--- src/rtl/angle_rate_meter.sv ---
// Angle step-rate monitor: times the interval between angle changes and recovers the generator frequency word.
// Define ANGLE_RATE_AVG_EN to report the average of the last four intervals instead of each single interval.
module angle_rate_meter #(
    parameter int                 ANGLE_W  = 12,
    parameter int                 FREQ_W   = 16,
    parameter int                 CNT      = 65536,
    parameter logic [ANGLE_W-1:0] STEP     = 12'h07F,
    parameter int                 LOCK_CNT = 4
) (
    input  logic               clock,
    input  logic               reset,
    input  logic               clear,
    input  logic               angle_valid,
    input  logic [ANGLE_W-1:0] angle_in,
    output logic [FREQ_W:0]    period,
    output logic [FREQ_W-1:0]  freq_est,
    output logic               est_valid,
    output logic               locked,
    output logic               step_err,
    output logic               range_err,
    output logic               timeout
);

    localparam int              PW       = FREQ_W + 1;
    localparam int              RW       = $clog2(LOCK_CNT + 1);
    localparam logic [PW-1:0]   TO_LIMIT = {{(PW-1){1'b1}}, 1'b0};
    localparam logic [PW:0]     PMAX     = (PW+1)'(CNT + 1);
    localparam logic [PW-1:0]   PMIN     = PW'(2);
    localparam logic [RW-1:0]   LOCK_MAX = RW'(LOCK_CNT);

    typedef enum logic [1:0] {IDLE, SYNC, MEASURE} state_t;

    state_t             state;
    logic [ANGLE_W-1:0] prev_angle;
    logic [PW-1:0]      ivl_cnt;
    logic [RW-1:0]      lock_run;

    logic               evt;
    logic               step_ok;
    logic               publish;
    logic [PW-1:0]      meas;
    logic [PW-1:0]      new_period;
    logic [FREQ_W-1:0]  new_freq;
    logic               new_range;
    logic [RW-1:0]      lock_next;

    assign evt     = angle_valid && (state != IDLE) && (angle_in != prev_angle);
    // Subtraction wraps modulo 2^ANGLE_W, so a step across zero is still a legal STEP.
    assign step_ok = (angle_in - prev_angle) == STEP;
    assign meas    = ivl_cnt + PW'(1);

`ifdef ANGLE_RATE_AVG_EN
    logic [PW-1:0]  hist [3];
    logic [1:0]     hist_n;
    logic [PW+1:0]  hist_sum;

    assign hist_sum   = {2'b00, hist[0]} + {2'b00, hist[1]} + {2'b00, hist[2]} + {2'b00, meas};
    assign new_period = hist_sum[PW+1:2];
    assign publish    = (hist_n == 2'd3);
`else
    assign new_period = meas;
    assign publish    = 1'b1;
`endif

    always_comb begin
        // NOTE: every output of this block gets a default first, so no path can infer a latch.
        new_freq  = '0;
        new_range = 1'b0;
        lock_next = RW'(1);
        if (new_period < PMIN) begin
            new_freq  = '1;
            new_range = 1'b1;
        end else if ({1'b0, new_period} > PMAX) begin
            new_range = 1'b1;
        end else begin
            new_freq = FREQ_W'(PMAX - {1'b0, new_period});
        end
        if (new_period == period)
            lock_next = (lock_run == LOCK_MAX) ? LOCK_MAX : lock_run + RW'(1);
    end

    always_ff @(posedge clock) begin
        // NOTE: non-blocking assignments only, so every register samples pre-edge values.
        if (reset || clear) begin
            state      <= IDLE;
            prev_angle <= '0;
            ivl_cnt    <= '0;
            lock_run   <= '0;
            period     <= '0;
            freq_est   <= '0;
            est_valid  <= 1'b0;
            locked     <= 1'b0;
            step_err   <= 1'b0;
            range_err  <= 1'b0;
            timeout    <= 1'b0;
`ifdef ANGLE_RATE_AVG_EN
            // NOTE: the history is reset too, keeping the average free of stale intervals.
            hist[0]    <= '0;
            hist[1]    <= '0;
            hist[2]    <= '0;
            hist_n     <= '0;
`endif
        end else begin
            est_valid <= 1'b0;
            timeout   <= 1'b0;
            if (angle_valid)
                prev_angle <= angle_in;

            case (state)
                IDLE: if (angle_valid) state <= SYNC;
                SYNC: begin
                    if (evt) begin
                        ivl_cnt <= '0;
                        state   <= MEASURE;
`ifdef ANGLE_RATE_AVG_EN
                        hist_n  <= '0;
`endif
                    end
                end
                MEASURE: begin
                    if (evt) begin
                        ivl_cnt <= '0;
`ifdef ANGLE_RATE_AVG_EN
                        hist[2] <= hist[1];
                        hist[1] <= hist[0];
                        hist[0] <= meas;
                        if (!publish)
                            hist_n <= hist_n + 2'd1;
`endif
                        if (publish) begin
                            period    <= new_period;
                            freq_est  <= new_freq;
                            est_valid <= 1'b1;
                            if (new_range)
                                range_err <= 1'b1;
                            if (step_ok) begin
                                lock_run <= lock_next;
                                locked   <= (lock_next == LOCK_MAX);
                            end
                        end
                    end else if (ivl_cnt == TO_LIMIT) begin
                        // Counter would reach all-ones: give up on this interval and resync.
                        timeout  <= 1'b1;
                        lock_run <= '0;
                        locked   <= 1'b0;
                        state    <= SYNC;
                    end else begin
                        ivl_cnt <= meas;
                    end
                end
                default: state <= IDLE;
            endcase

            if (evt && !step_ok) begin
                step_err <= 1'b1;
                lock_run <= '0;
                locked   <= 1'b0;
            end
        end
    end

endmodule

--- config.mk ---
export PLATFORM = sky130hd
export DESIGN_NAME = angle_rate_meter
export DESIGN_NICKNAME = d
export VERILOG_FILES = /design/src/rtl/angle_rate_meter.sv
export SDC_FILE = /design/constraint.sdc
export NUM_CORES = 1
export LEC_CHECK = 0
export ABC_AREA = 1
export BUFFER_PORTS_ARGS = -buffer_cell sky130_fd_sc_hd__buf_2
export CORE_ASPECT_RATIO = 0.6
export CORE_MARGIN = 3
export CORE_UTILIZATION = 27
export DETAILED_ROUTE_END_ITERATION = 6
export GPL_TIMING_DRIVEN = 0
export REMOVE_ABC_BUFFERS = 1
export SYNTH_ARGS = -nofsm -noshare
export SYNTH_HDL_FRONTEND = slang
export SYNTH_SLANG_ARGS = --single-unit
--- constraint.sdc ---
create_clock -name clock -period 2.4 [get_ports clock]
set_input_delay 0 -clock clock [delete_from_list [all_inputs] [get_ports clock]]
set_output_delay 0 -clock clock [all_outputs]
set_load 0.02 [all_outputs]
==> metrics.cfg <==
[logic_synthesis]
ys_seq_area_frac=0.304
netlist.area_leader.share=0.304
synth_xor_area_frac=0.0203
synth-warning-count=0
synth_fa_ha_area_frac=0.0517
muxShareOfSynthArea=0
synth_top_family_by_area=simple AND/OR/NAND/NOR gates
synth-compound-area-share=0.155
syn-cell-area_um2=4750
yosys.area.top_type=dfxtp_1
synthCells=733
syn_area_per_cell_um2=6.48
synth-seq-cells=72
synth-simple-area-share=0.370
synthTopCellsByArea=dfxtp_1 30%, nand2_1 16%, inv_1 7.4%
post_synth_num_cell_types=42

[power_and_ir_drop]
switching_share=0.265
power.density_nw_per_um2=468
comb_power_share=0.118
p_int_uw=2180
pwr-share-clk=0.474
p_sw_uw=786
vdd_ir_drop_max_uv=307
sequentialPowerShare=0.408
cellLeakagePower_uw=0.00281

[placement]
place_hpwl_mm=10.5
gp_congestion=0.904
io_buffers=53

[routing]
wl_met1_mm=7.93
dr_wl_met2_mm=5.50
wire_per_inst_um=14.0
drc_errors=0
vias_per_cell=4.72
dr.max_layer_used=met4
drtAntennaViolNets=0
vias=5003
drt_wl_total_mm=14.8
wl_met3_mm=1.24
dr.pass1.iters=5
drt_iter0_markers=416

[timing]
post-route-min-period_ns=2.29
max_freq_mhz=437
setup_viol=0
slew_violations=0
tightest_slew_ns=0.620
fin_tns_setup_ns=0
max_slew_margin=0.586
hold_violations=0
skew_ns=0.00877
rsz0062_at_grt=yes
final.period_utilization=0.953

[clocking]
clock-root-buffer=clkbuf_16
htreeDepth=3
clock-sinks=72
insertion_delay_ns=0.34
cts_buffers=9
cts_tree=yes
cts.clk_slew.worst_paths_ns=0.06
cts.path.max_buffers=2

[critical_path]
worst_setup_path_end_kind=flip-flop
cp.required_ns=2.63
crit_chain=clkinvlp_4 > ha_4 > inv_2 > ha_2 > nand2_2 > nor2_2 > nand2_2 > inv_2 > nand3_4 > o211ai_4 > nand2_4 > a21oi_2 > a21oi_1
cp_max_fo=8
cp.arrival_ns=2.51
critical_path.startpoint_type=flip-flop
path_class=reg2reg
slowest_delay_ns=0.40
slowest_stage=dfxtp_4

[floorplanning]
dieArea_um2=19300
row_count=36
start_util=0.284
die_height_um=109
io_pins=54
core_um2=16700
die_w_um=177

[grt]
grt_max_degree=26
grt_pass1_vias=4408
grt-ovfl-total=0
grt.total_usage=0.155
grt_pass1_wl_mm=23.4
antenna_found_initial=0

[finish]
synthToLayoutAreaGrowth_pct=33.7
nets=861
drive_gt1_frac=0.276
n_antenna_cell=0
utilization=0.380

[status]
status=finished, final reports clean

[worst_hold_path]
hp-class=in2reg

[flow_run]
max_cap_viol_count=0

==> layout by cell type (no fill, tap or decap), types with 3 or more instances in the layout <==
cell type,instances
a21boi_2,7
a21oi_1,54
a21oi_2,6
a31oi_1,4
buf_2,53
buf_4,29
clkbuf_16,9
clkinvlp_4,6
dfxtp_1,65
dfxtp_2,5
dlygate4sd3_1,14
ha_1,7
ha_2,6
ha_4,5
inv_1,84
inv_2,8
nand2_1,190
nand2_2,22
nand2_4,12
nand3_1,59
nand3_2,5
nand3b_1,7
nand4_1,11
nor2_1,42
nor2_2,14
nor2_4,14
nor3_1,5
o21ai_0,34
o21ai_1,3
o31ai_1,6
xnor2_1,3
xor2_1,8
==> state kept, by name, summed over array words and instances (netlist names) <==
| register | flops |
|---|---|
| est_valid | 1 |
| ivl_cnt | 17 |
| state | 2 |
| freq_est | 16 |
| range_err | 1 |
| locked | 1 |
| prev_angle | 12 |
| period | 17 |
| step_err | 1 |
| timeout | 1 |
| lock_run | 3 |
==> area by class of cell <==
cell class / instances / area [µm²]
multi-input cells: 545 / 3200
clock inverters: 6 / 67.6
repair buffers: 100 / 718
inverters: 98 / 388
fillers: 1750 / 10400
well taps: 228 / 285
flip-flops and latches: 72 / 1460
clock buffers: 10 / 239
==> worst paths after layout <==
path / startpoint / to / slack (ns) / cells past startpoint
worst max-delay path: ivl_cnt[0] / freq_est[2] / 0.11 / 13
worst min register to register: step_err / step_err / 0.45 / 2
worst min-delay path: reset / period[15] / 0.06 / 4
worst max register to register: ivl_cnt[0] / freq_est[2] / 0.11 / 13
==> per-layer routing <==
layer  track usage  vias up
met2         0.198      167
li1              -     2562
met5             0        -
met3        0.0379       11
met4        0.0342        0
met1         0.249     2263
==> cell usage after synthesis (all sizes together) <==
library cell	instances
clkinv	1
nor3	8
o211ai	1
a21boi	9
a31oi	4
a211oi	2
o21bai	2
or2	2
o21ai	39
inv	97
o31ai	6
ha	18
nand3b	7
buf	8
xnor2	3
xor2	8
nand3	65
a21oi	61
a22oi	1
nor2	70
nand4	12
fa	1
dfxtp	72
nand2	223
clkbuf	12
and2	1
==> critical path: cells and delay by family, from the launching register on <==
kind | cells | cell delay (ns)
simple gates | 5 | 0.55
buf+inv | 3 | 0.28
compound gates | 3 | 0.50
fa+ha+maj | 2 | 0.44
flops | 1 | 0.40
==> logic make-up (layout without fill, tap and decap cells) <==
group	count (synthesis)	count (layout)
fa+ha+maj	19	19
buf+inv	118	214
simple gates	388	390
flops	72	72
xor+xnor	11	11
compound gates	125	125
==> per-stage QoR <==
stage          worst slack, ns  instance area (µm²)  std cells  total power [µW]  hold WS, ns
2_1_floorplan           -0.600                 4650        713              1430       0.0959
3_3_place_gp             -3.38                 5200        994              1510        0.292
3_5_place_dp            -0.692                 5260        996              1520        0.289
4_1_cts                 0.0216                 5960       1043              2960       0.0591
5_1_grt                -0.0483                 6350       1059              3090       0.0923
6_report                 0.112                 6350       1059              2970       0.0581
==> power groups by stage <==
stage               clock, µW  sequential [µW]  combinational (µW)
CTS                      1440             1210                 310
detailed placement          0             1240                 280
finish                   1410             1210                 351
floorplan                   0             1240                 191
global placement            0             1240                 272
global route             1480             1210                 396
==> repair_timing <==
item	in CTS	in global routing
hold endpoints to repair	12	0
setup endpoints to repair	45	38
hold buffers	14	0
pin swaps	6	26
gates cloned	2	0
resized for setup	28	74
setup buffers	15	16
Power figures use the tool's default switching activity.
